`src/rtl/mem_port_arbiter_if.sv`:
```
// ---------------------------------------------------------------------------
// mem_port_arbiter_if
//   One requester port of the memory-port arbiter. A requester raises req with
//   we/addr/wd held stable. The arbiter answers with a one-cycle ack. On a
//   read, rd carries the data in the ack cycle and keeps it until the next
//   read on this port.
//
//   Signals (N = address/data width)
//     req   requester -> arbiter  1  request, held until ack
//     we    requester -> arbiter  1  write (1) / read (0)
//     addr  requester -> arbiter  N  address
//     wd    requester -> arbiter  N  write data
//     rd    arbiter -> requester  N  read data
//     ack   arbiter -> requester  1  one-cycle completion pulse
//
//   Modports
//     master  requester side
//     slave   arbiter side
// ---------------------------------------------------------------------------
interface mem_port_arbiter_if #(
  parameter int N = 8
);
  logic         req;
  logic         we;
  logic [N-1:0] addr;
  logic [N-1:0] wd;
  logic [N-1:0] rd;
  logic         ack;

  modport master (output req, output we, output addr, output wd,
                  input  rd,  input  ack);
  modport slave  (input  req, input  we, input  addr, input  wd,
                  output rd,  output ack);
endinterface

```
`src/rtl/mem_port_arbiter.sv`:
```
// ---------------------------------------------------------------------------
// mem_port_arbiter
//   Shares one external memory port between two requesters:
//     r0 : cache line refill / writeback
//     r1 : debug / JTAG memory access
//   The arbiter is round-robin and keeps one transaction in flight. Memory
//   latency is fixed at MEM_LAT cycles.
//
//   Sequence: IDLE -> ACCESS (MEM_LAT cycles) -> DONE -> IDLE.
//   An ack arrives MEM_LAT+1 cycles after the request is sampled.
//
//   Parameters
//     N        address / data width
//     MEM_LAT  cycles from address valid to mem_rd valid (must be >= 1)
//
//   Ports
//     CLK     in   rising-edge clock
//     RESET   in   synchronous, active-high reset
//     r0, r1  if   requester ports (slave modport)
//     mem_a   out  registered memory address
//     mem_wd  out  registered memory write data
//     mem_we  out  registered write enable, high only in the first ACCESS cycle
//     mem_rd  in   memory read data
//     busy    out  high whenever the arbiter is not IDLE
//     owner   out  index of the most recently granted port
// ---------------------------------------------------------------------------
module mem_port_arbiter #(
  parameter int N       = 8,
  parameter int MEM_LAT = 2
) (
  input  logic           CLK,
  input  logic           RESET,
  mem_port_arbiter_if.slave r0,
  mem_port_arbiter_if.slave r1,
  output logic [N-1:0]   mem_a,
  output logic [N-1:0]   mem_wd,
  output logic           mem_we,
  input  logic [N-1:0]   mem_rd,
  output logic           busy,
  output logic           owner
);

  // A zero latency would leave no cycle in which the address is valid before
  // the data is captured, so reject it when the design is built.
  if (MEM_LAT < 1) begin : g_bad_mem_lat
    $error("mem_port_arbiter: MEM_LAT must be >= 1");
  end

  localparam int LAT_W = (MEM_LAT < 1) ? 1 : $clog2(MEM_LAT + 1);

  localparam logic [1:0] IDLE   = 2'd0;
  localparam logic [1:0] ACCESS = 2'd1;
  localparam logic [1:0] DONE   = 2'd2;

  logic [1:0]       state;
  logic [LAT_W-1:0] lat_cnt;
  logic             last;     // port granted most recently; its opposite wins a tie
  logic             xfer_we;  // type of the transaction in flight (mem_we only lasts one cycle)
  logic             grant;

  // NOTE: every signal written in always_comb gets a default value first.
  // Without it, a path that leaves the signal unassigned infers a latch.
  always_comb begin
    grant = 1'b0;
    if (r0.req && r1.req) begin
      grant = ~last;
    end else if (r1.req) begin
      grant = 1'b1;
    end
  end

  assign busy = (state != IDLE);

  // NOTE: sequential state uses non-blocking assignments only, so every
  // register reads the values from before the clock edge. Reset is synchronous:
  // it is sampled on the rising edge like any other input. It also clears the
  // read-data registers, so every output is 0 after reset.
  always_ff @(posedge CLK) begin
    if (RESET) begin
      state   <= IDLE;
      lat_cnt <= '0;
      last    <= 1'b1;
      xfer_we <= 1'b0;
      owner   <= 1'b0;
      mem_a   <= '0;
      mem_wd  <= '0;
      mem_we  <= 1'b0;
      r0.rd   <= '0;
      r1.rd   <= '0;
      r0.ack  <= 1'b0;
      r1.ack  <= 1'b0;
    end else begin
      case (state)
        IDLE: begin
          mem_we <= 1'b0;
          if (r0.req || r1.req) begin
            mem_a   <= grant ? r1.addr : r0.addr;
            mem_wd  <= grant ? r1.wd   : r0.wd;
            mem_we  <= grant ? r1.we   : r0.we;
            xfer_we <= grant ? r1.we   : r0.we;
            owner   <= grant;
            last    <= grant;
            lat_cnt <= LAT_W'(MEM_LAT - 1);
            state   <= ACCESS;
          end
        end

        ACCESS: begin
          // The write strobe covers only the first ACCESS cycle. mem_a and
          // mem_wd are not touched here, so they stay stable.
          mem_we <= 1'b0;
          if (lat_cnt == '0) begin
            if (!xfer_we) begin
              if (owner) r1.rd <= mem_rd;
              else       r0.rd <= mem_rd;
            end
            if (owner) r1.ack <= 1'b1;
            else       r0.ack <= 1'b1;
            state <= DONE;
          end else begin
            lat_cnt <= lat_cnt - LAT_W'(1);
          end
        end

        DONE: begin
          // A req still high here belongs to the transaction that just
          // finished, so DONE does not sample it.
          r0.ack <= 1'b0;
          r1.ack <= 1'b0;
          state  <= IDLE;
        end

        default: state <= IDLE;
      endcase
    end
  end

endmodule

```
`src/flat_wrapper.sv`:
```
// flat-port wrapper written by rule: the top's interface ports become plain ports
module mem_port_arbiter_flat 
#(
  parameter int N       = 8,
  parameter int MEM_LAT = 2
)
  (CLK, RESET, mem_a, mem_wd, mem_we, mem_rd, busy, owner, r0_req, r0_we, r0_addr, r0_wd, r0_rd, r0_ack, r1_req, r1_we, r1_addr, r1_wd, r1_rd, r1_ack);
  mem_port_arbiter_if #(.N(N)) r0_i ();
  mem_port_arbiter_if #(.N(N)) r1_i ();
  input  logic CLK;
  input  logic RESET;
  output logic [N-1:0] mem_a;
  output logic [N-1:0] mem_wd;
  output logic mem_we;
  input  logic [N-1:0] mem_rd;
  output logic busy;
  output logic owner;
  input wire logic [$bits(r0_i.req)-1:0] r0_req;
  input wire logic [$bits(r0_i.we)-1:0] r0_we;
  input wire logic [$bits(r0_i.addr)-1:0] r0_addr;
  input wire logic [$bits(r0_i.wd)-1:0] r0_wd;
  output wire logic [$bits(r0_i.rd)-1:0] r0_rd;
  output wire logic [$bits(r0_i.ack)-1:0] r0_ack;
  input wire logic [$bits(r1_i.req)-1:0] r1_req;
  input wire logic [$bits(r1_i.we)-1:0] r1_we;
  input wire logic [$bits(r1_i.addr)-1:0] r1_addr;
  input wire logic [$bits(r1_i.wd)-1:0] r1_wd;
  output wire logic [$bits(r1_i.rd)-1:0] r1_rd;
  output wire logic [$bits(r1_i.ack)-1:0] r1_ack;
  assign r0_i.req = r0_req;
  assign r0_i.we = r0_we;
  assign r0_i.addr = r0_addr;
  assign r0_i.wd = r0_wd;
  assign r0_rd = r0_i.rd;
  assign r0_ack = r0_i.ack;
  assign r1_i.req = r1_req;
  assign r1_i.we = r1_we;
  assign r1_i.addr = r1_addr;
  assign r1_i.wd = r1_wd;
  assign r1_rd = r1_i.rd;
  assign r1_ack = r1_i.ack;
  mem_port_arbiter #(.N(N), .MEM_LAT(MEM_LAT)) u_core (.CLK(CLK), .RESET(RESET), .r0(r0_i), .r1(r1_i), .mem_a(mem_a), .mem_wd(mem_wd), .mem_we(mem_we), .mem_rd(mem_rd), .busy(busy), .owner(owner));
endmodule
```
`config.mk`:
```
export PLATFORM = sky130hd
export DESIGN_NAME = mem_port_arbiter_flat
export DESIGN_NICKNAME = d
export VERILOG_FILES = /design/src/rtl/mem_port_arbiter_if.sv /design/src/rtl/mem_port_arbiter.sv /design/src/flat_wrapper.sv
export SDC_FILE = /design/constraint.sdc
export NUM_CORES = 1
export LEC_CHECK = 0
export BUFFER_PORTS_ARGS = -buffer_cell sky130_fd_sc_hd__buf_2
export CORE_MARGIN = 2
export CORE_UTILIZATION = 35
export DETAILED_ROUTE_END_ITERATION = 12
export GPL_ROUTABILITY_DRIVEN = 0
export SKIP_LAST_GASP = 1
export SLEW_MARGIN = 20
export SYNTH_ARGS = -nofsm -noshare
export SYNTH_HDL_FRONTEND = slang
export SYNTH_SLANG_ARGS = --single-unit
```
`constraint.sdc`:
```
create_clock -name CLK -period 1.9 [get_ports CLK]
set_clock_uncertainty 0.1 [all_clocks]
set_input_delay 0.285 -clock CLK [delete_from_list [all_inputs] [get_ports CLK]]
set_output_delay 0.285 -clock CLK [all_outputs]
set_load 0.01 [all_outputs]
```
==> results of run 1 <==
==> state kept, by name (all words and copies together), names as in the netlist, 2 cells and up <==
register / cells
u_core.r0.rd: 8
u_core.lat_cnt: 2
u_core.state: 2
u_core.mem_a: 8
u_core.mem_wd: 8
u_core.r1.rd: 8
==> metrics by stage <==
stage | setup WS [ps] | area [um2] | hold slack (ps) | std cells
finish | 177 | 2470 | 122 | 367
global route | 89.7 | 2470 | 124 | 367
CTS | 57.9 | 2460 | 112 | 367
detailed placement | 107 | 2330 | 344 | 359
global placement | 154 | 2330 | 340 | 359
floorplan | 308 | 1860 | 254 | 215
==> logic make-up (layout without fill, tap and decap cells) <==
family                   count (synthesis)  after routing  synth area share, %
AND/OR/NAND/NOR                         65             65                 17.3
adder cells (fa/ha/maj)                  6              6                 4.03
AO/OA/AOI/OAI                           75             75                 24.3
buffers and inverters                   19            101                 4.91
flip-flops                              42             42                 45.2
multiplexers                             8              8                 4.30
==> cells in the mapped netlist, types with 2 or more instances <==
| library cell | n |
|---|---|
| clkbuf_1 | 5 |
| buf_4 | 2 |
| nand2_1 | 35 |
| and4_1 | 2 |
| a21oi_1 | 43 |
| a31oi_1 | 2 |
| ha_1 | 6 |
| o41ai_1 | 2 |
| nor3_1 | 2 |
| buf_2 | 4 |
| dfxtp_1 | 42 |
| nand2b_1 | 2 |
| o21ai_0 | 17 |
| inv_1 | 6 |
| nor2_1 | 11 |
| mux2i_1 | 8 |
==> report_power, final <==
| part | total, mW | internal, mW | switching (mW) |
|---|---|---|---|
| sequential | 1.19 | 1.08 | 0.109 |
| combinational | 1.17 | 0.507 | 0.660 |
| clock | 0.855 | 0.527 | 0.328 |
| total | 3.21 | 2.12 | 1.10 |
==> what timing repair did <==
| item | 4_1_cts | 5_1_grt |
|---|---|---|
| hold buffers | 0 | 0 |
| resized for setup | 0 | 2 |
| buffers inserted | 0 | 0 |
| endpoints found under the setup margin | 0 | 4 |
==> worst min-delay path: stages <==
cell and delay, ps:
buf_2 90, nand2_1 40, a21oi_1 50
==> routing by layer <==
metal  vias up  track usage [%]
met5         -                0
met4         0             6.18
met3         4             3.88
met2        60             26.8
met1       816             20.3
li1        918                -
==> final cells by class <==
type	count	area, um2
fill	523	2640
multi-input combinational	154	936
sequential	42	841
timing repair buffer	87	448
tap	70	87.6
clock buffer	5	68.8
clock inverter	3	68.8
inverter	6	22.5
==> worst paths after layout <==
kind / from / end / depth (start not counted)
setup / recovery: u_core.state[1] / busy / 4
hold / removal: r0_wd[1] / u_core.mem_wd[1] / 3
setup reg to reg: u_core.state[1] / u_core.state[1] / 5
hold reg to reg: u_core.r1.rd[5] / u_core.r1.rd[5] / 2
==> run_results.csv, run 1 <==
group,metric,value,unit
status,status,"complete, no violations",
critical_path,cp.required,1510,ps
global_routing,first_global_vias,1674,
timing,worst_pin_slew,720,ps
layout,fin_nets,348,
critical_path,critPathMaxFanout,11,
synth,synth_top_cell_by_area,"dfxtp_1",
power_and_ir_drop,p_leak,1.14,nW
critical_path,end_kind,"output pin",
synth,yosysSeqAreaShare,45.2,%
clock_network,clockBufferDepth,2,
timing,min_period,1720,ps
timing,rsz0062_at_grt,"no",
clock_network,insertion_delay,290,ps
floorplan,die_area,0.00592,mm2
layout,layout_common_cells,"82 x buf_2, 43 x a21oi_1, 42 x dfxtp_1",
power_and_ir_drop,ir_drop,0.545,mV
global_routing,grt.overflow.total,0,
drt,drc,0,
global_routing,track_usage,16.2,%
placed_design,hpwl,3320,um
drt,firstDrtPassIters,4,
critical_path,crit_top_cell,"inv_1",
critical_path,crit_buf_inv,3,
hold_path,hold_path.class,"input pin to flop",
layout,fin_util,48.4,%
global_routing,grt_pass1_wl,7760,um
synth,syn_nets,267,
layout,antenna_cells,0,
timing,setup-tns-final,0,ps
drt,antenna_left,0,
drt,wire_per_inst,12.7,um
synth,netlist_instances,215,
timing,maxSlewViolCount,0,
synth,syn_area_per_cell,8.65,um2
critical_path,critical-path-top-delay-family,"buffers and inverters",
layout,final_common_cell,"buf_2",
drt,drt_wl_total,4660,um
placed_design,portBuffers,82,
timing,hold_viol_final,0,
synth,synth_area_leaders,"dfxtp_1 45%, a21oi_1 12%, nand2_1 7.1%",
clock_network,clk_pin_slew,90,ps
clock_network,cts_sinks,42,
global_routing,grt_max_degree,24,
synth,synth.top_cell.area_share,45.2,%
timing,fmax,580,MHz
drt,routed.top_layer,"met4",
synth,synth-seq-cells,42,
synth,synth_edf_count,0,
critical_path,r2r_slack,200,ps
critical_path,worstSetupStartpointType,"flop",
layout,area_growth,32.9,%
floorplan,initial_utilization,36.4,%
layout,drive_gt1_share,36.0,%
critical_path,path_cells,"inv_1 -> ha_2 -> inv_1 -> buf_2",
global_routing,antenna_found_initial,0,
clock_network,cts_root_buf,"clkbuf_8",
floorplan,die_h,76.9,um
synth,synth_cell_type_count,42,
drt,vias_per_cell,4.90,
timing,post-route-period-util,90.7,%
floorplan,die_x,76.9,um
drt,wl_met3,253,um
run,drv_cap,0,
critical_path,slowest_stage,"ha_2",
synth,synth_async_sr_flop_share,0,%
clock_network,cts_inserted_buffers,5,
power_and_ir_drop,finalPower,3.21,mW
synth,netlist_area,0.00186,mm2
timing,slew_headroom,52.0,%
drt,wl_met1,2170,um
clock_network,cts_max_level,2,
critical_path,cp_slowest_stage_delay,330,ps
synth,synth_ff_type,"dfxtp_1",
drt,dr_wl_met2,2180,um
drt,drt_iter0_markers,59,
floorplan,pin_count,83,
floorplan,row_count,26,
timing,finalSetupViolCount,0,
power_and_ir_drop,powerDensity,1300,mW/mm2
synth,ys.warnings.count,0,
clock_network,cts_tree,"done",
critical_path,crit_arrival,1340,ps
drt,vias,1798,
floorplan,core,0.00511,mm2
critical_path,timing_worst_setup_path_type,"flop to output pin",
Power figures use the tool's default switching activity.
==> run 2: changes to the inputs <==
--- a/config.mk
+++ b/config.mk
@@ -8,8 +8,10 @@
 export BUFFER_PORTS_ARGS = -buffer_cell sky130_fd_sc_hd__buf_2
 export CORE_MARGIN = 2
 export CORE_UTILIZATION = 35
+export CTS_BUF_LIST = sky130_fd_sc_hd__clkbuf_8
 export DETAILED_ROUTE_END_ITERATION = 12
 export GPL_ROUTABILITY_DRIVEN = 0
+export REMOVE_ABC_BUFFERS = 1
 export SKIP_LAST_GASP = 1
 export SLEW_MARGIN = 20
 export SYNTH_ARGS = -nofsm -noshare
==> run 2 against run 1 <==
Against the previous run:
- sequential share of layout area down 0.069 points
- combinational power about the same
- utilization up 0.098 points
- flip-flop and latch count unchanged
- sequential power about the same
- via count down 1.1%
- global-route usage up 0.29 points
- critical path type unchanged
- largest power group unchanged
==> run_results.csv, run 2 (same netlist as run 1, synthesis figures left out) <==
group,metric,value,unit
floorplan,die_area,0.00592,mm2
timing,min_period,1720,ps
critical_path,timing_worst_setup_path_type,"flop to output pin",
timing,worst_pin_slew,702,ps
layout,antenna_cells,0,
clock_network,cts_tree,"done",
timing,finalSetupViolCount,0,
critical_path,reg2regPathDepth,5,
power_and_ir_drop,powerDensity,1310,mW/mm2
power_and_ir_drop,finalPower,3.24,mW
clock_network,cts_max_level,2,
timing,slew_headroom,53.2,%
layout,num-fill-cells,524,
critical_path,r2r-end,"u_core.state[1]",
floorplan,core,0.00511,mm2
clock_network,cts_inserted_buffers,5,
global_routing,track_usage,16.5,%
layout,drive_gt1_share,36.0,%
power_and_ir_drop,clkPwrFrac,26.9,%
power_and_ir_drop,p_comb_share,36.4,%
drt,drt_wl_total,4830,um
power_and_ir_drop,pwr-share-seq,36.7,%
layout,area_growth,33.2,%
clock_network,clk_pin_slew,80,ps
floorplan,row_count,26,
timing,post-route-period-util,90.8,%
clock_network,post_cts_buffers,0,
drt,drt_iter0_markers,48,
run,drv_cap,0,
status,status,"complete, no violations",
drt,wire_per_inst,13.2,um
hold_path,holdPathEnd,"u_core.mem_a[2]",
hold_path,holdPathStages,3,
power_and_ir_drop,power.switching,1.09,mW
global_routing,grt.overflow.total,0,
critical_path,critPathMaxFanout,11,
floorplan,initial_utilization,36.4,%
placed_design,portBuffers,82,
critical_path,worstSetupStartpointType,"flop",
global_routing,first_global_vias,1742,
power_and_ir_drop,p_leak,1.15,nW
clock_network,cts_hold_buf,0,
layout,seq_area,841,um2
critical_path,crit_arrival,1340,ps
global_routing,grt_max_degree,24,
critical_path,cp.required,1510,ps
critical_path,r2r_slack,180,ps
hold_path,hold_path.class,"input pin to flop",
clock_network,cts_resized,0,
layout,layout_common_cells,"82 x buf_2, 43 x a21oi_1, 42 x dfxtp_1",
power_and_ir_drop,p_int,2.15,mW
clock_network,clockBufferDepth,2,
clock_network,insertion_delay,290,ps
timing,rsz0062_at_grt,"no",
global_routing,grt_pass1_wl,7920,um
drt,vias_per_cell,4.85,
timing,setup-tns-final,0,ps
clock_network,cts_sinks,42,
drt,vias,1779,
global_routing,antenna_found_initial,0,
timing,hold_viol_final,0,
floorplan,die_x,76.9,um
power_and_ir_drop,swShare,33.6,%
critical_path,r2r_start,"u_core.state[1]",
placed_design,hpwl,3460,um
layout,multiInputGateArea,936,um2
drt,antenna_left,0,
timing,maxSlewViolCount,0,
critical_path,end_kind,"output pin",
layout,final_common_cell,"buf_2",
drt,firstDrtPassIters,4,
floorplan,pin_count,83,
floorplan,die_h,76.9,um
hold_path,min_from,"r0_addr[2]",
layout,fin_nets,348,
drt,drc,0,
power_and_ir_drop,ir_drop,0.573,mV
clock_network,cts_root_buf,"clkbuf_8",
timing,fmax,580,MHz
[run 2: worst max-delay path, stage by stage, from the launching register on]
cell	delay [ps]
dfxtp_1	320
inv_1	150
ha_2	340
inv_1	90
buf_2	150
[run 2: stage by stage]
stage	area [um2]	hold slack [ps]	utilization, %	std cells	setup WS (ps)
after floorplan	1790	254	-	202	246
after global placement	2330	340	45.6	359	156
after detailed placement	2330	349	45.6	359	122
after CTS	2470	116	48.4	367	80.1
after global routing	2480	122	48.5	367	79.5
final	2480	120	48.5	367	175
[run 2: per-layer routing]
layer | track usage [%] | vias up | share of wire (%)
met5 | 0 | - | 0
met4 | 5.64 | 0 | 1.3
met3 | 4.24 | 8 | 4.1
met2 | 29.1 | 36 | 49
met1 | 19.2 | 817 | 46
li1 | - | 918 | -
[run 2: how the worst max path moves through the flow]
stage | from | to | slack, ps | depth (start not counted)
detailed placement | u_core.state[1] | u_core.state[1] | 120 | 5
global placement | u_core.state[1] | u_core.state[1] | 160 | 5
CTS | u_core.state[1] | busy | 80 | 4
finish | u_core.state[1] | busy | 180 | 4
floorplan | u_core.state[1] | u_core.state[1] | 250 | 5
global route | u_core.state[1] | u_core.state[1] | 80 | 5
[run 2: cell type report]
cell class              instances  area share, %
multi-input cells             154           37.8
flip-flops and latches         42           33.9
repair buffers                 87           18.1
well taps                      70           3.54
clock buffers                   6           3.33
clock inverters                 2           2.42
inverters                       6          0.909
[run 2: power groups by stage]
stage / Clock [mW] / Sequential (mW) / Combinational [mW]
3_5_place_dp: 0 / 1.21 / 1.17
2_1_floorplan: 0 / 1.28 / 0.659
6_report: 0.872 / 1.19 / 1.18
3_3_place_gp: 0 / 1.21 / 1.15
4_1_cts: 0.891 / 1.19 / 1.17
5_1_grt: 0.929 / 1.22 / 1.32
==> run 3: changes to the inputs <==
--- a/config.mk
+++ b/config.mk
@@ -11,6 +11,7 @@
 export CTS_BUF_LIST = sky130_fd_sc_hd__clkbuf_8
 export DETAILED_ROUTE_END_ITERATION = 12
 export GPL_ROUTABILITY_DRIVEN = 0
+export GPL_TIMING_DRIVEN = 0
 export REMOVE_ABC_BUFFERS = 1
 export SKIP_LAST_GASP = 1
 export SLEW_MARGIN = 20
==> run 3 against run 2 <==
Against the previous run:
- non-clock buffer count fell by 5
- combinational power is 3% lower
- flip-flop and latch count unchanged
- maximum frequency shrank 1.3%
- worst hold slack hardly changed
- sequential power barely moved
- total power down 10%
- wire length fell by 3.8%
- critical path depth increased by 1
- die area stayed put
- critical endpoint is now u_core.r0.rd[3]
- largest cell class unchanged
- largest power group unchanged
==> run_results.csv, run 3 (same netlist as run 1, synthesis figures left out) <==
group,metric,value,unit
status,status,"complete, no violations",
layout,fin_nets,343,
drt,vias_per_cell,4.96,
drt,routed.top_layer,"met4",
global_routing,grt_max_degree,25,
critical_path,reg2regPathDepth,5,
timing,min_period,1750,ps
clock_network,cts_resized,0,
run,drv_cap,0,
power_and_ir_drop,p_leak,1.09,nW
drt,wire_per_inst,12.8,um
drt,drt_wl_total,4650,um
timing,finalSetupViolCount,0,
floorplan,row_count,26,
critical_path,cp.required,1970,ps
drt,wl_met1,2210,um
drt,drc,0,
critical_path,r2r_slack,150,ps
critical_path,worstSetupStartpointType,"flop",
timing,post-route-period-util,92.0,%
placed_design,hpwl,3250,um
clock_network,cts_sinks,42,
floorplan,pin_count,83,
critical_path,timing_worst_setup_path_type,"flop to flop",
timing,setup-tns-final,0,ps
clock_network,insertion_delay,290,ps
drt,firstDrtPassIters,4,
critical_path,critPathMaxFanout,8,
layout,drive_gt1_share,35.3,%
critical_path,endpoint,"u_core.r0.rd[3]",
floorplan,die_h,76.9,um
layout,layout_common_cells,"82 x buf_2, 43 x a21oi_1, 42 x dfxtp_1",
global_routing,grt.overflow.total,0,
critical_path,r2r_start,"u_core.state[1]",
layout,area_growth,28.4,%
power_and_ir_drop,powerDensity,1220,mW/mm2
critical_path,startpoint,"u_core.state[1]",
drt,wl_met3,195,um
global_routing,track_usage,15.5,%
placed_design,portBuffers,82,
floorplan,die_area,0.00592,mm2
clock_network,cts_hold_buf,0,
clock_network,cts_max_level,2,
drt,vias,1794,
timing,rsz0062_at_grt,"no",
clock_network,cts_inserted_buffers,5,
timing,worst_pin_slew,739,ps
layout,antenna_cells,0,
floorplan,initial_utilization,36.4,%
timing,hold_viol_final,0,
hold_path,hold_path.class,"input pin to flop",
global_routing,antenna_found_initial,0,
timing,fmax,572,MHz
drt,antenna_left,0,
timing,maxSlewViolCount,0,
floorplan,core,0.00511,mm2
floorplan,die_x,76.9,um
clock_network,clk_pin_slew,90,ps
clock_network,cts_root_buf,"clkbuf_8",
layout,final_common_cell,"buf_2",
drt,drt_iter0_markers,93,
critical_path,r2r-end,"u_core.r0.rd[3]",
drt,dr_wl_met2,2170,um
global_routing,first_global_vias,1649,
clock_network,cts_tree,"done",
power_and_ir_drop,finalPower,2.90,mW
timing,slew_headroom,50.7,%
critical_path,end_kind,"flop",
critical_path,crit_arrival,1820,ps
clock_network,clockBufferDepth,2,
global_routing,grt_pass1_wl,7620,um
clock_network,post_cts_buffers,0,
power_and_ir_drop,ir_drop,0.587,mV
[run 3: per-layer routing]
layer  global-route usage [%]  vias to the layer above
met3                     3.88                        6
li1                         -                      905
met1                     18.7                      841
met5                        0                        -
met4                     4.91                        0
met2                     27.0                       42
[run 3: worst min-delay path by stage]
stage,startpoint,to,slack [ps],depth (start not counted)
3_5_place_dp,u_core.r1.rd[1],u_core.r1.rd[1],350,2
4_1_cts,r0_addr[7],u_core.mem_a[7],110,3
6_report,r0_addr[7],u_core.mem_a[7],120,3
2_1_floorplan,RESET,u_core.mem_we,250,1
5_1_grt,r0_addr[7],u_core.mem_a[7],110,3
3_3_place_gp,u_core.r1.rd[4],u_core.r1.rd[4],340,2
[run 3: cell type report]
class                           count  area, um2
Fill cell                         536       2720
Inverter                            6       22.5
Sequential cell                    42        841
Timing Repair Buffer               82        410
Multi-Input combinational cell    154        937
Tap cell                           70       87.6
Clock inverter                      3       21.3
Clock buffer                        5       68.8
[run 3: critical path: stages (launching register included)]
cell and delay [ps]:
dfxtp_1 320, inv_1 150, ha_1 310, and4bb_2 460
mux2i_1 230, nor2_1 50
[run 3: stage by stage]
stage,utilization (%),std cells,setup slack [ps],area (um2),hold WS [ps]
final,46.8,362,153,2390,120
after global routing,46.8,362,17.8,2390,114
after CTS,46.6,362,1.18,2380,111
after floorplan,-,202,246,1790,254
after detailed placement,44.8,354,19.7,2290,348
after global placement,44.8,354,15.9,2290,339
[run 3: report_power, final]
group / total (mW) / leakage [nW] / switching, mW / internal [mW]
registers: 1.18 / 0.345 / 0.101 / 1.08
logic: 1.14 / 0.705 / 0.653 / 0.483
clock network: 0.581 / 0.0441 / 0.323 / 0.258
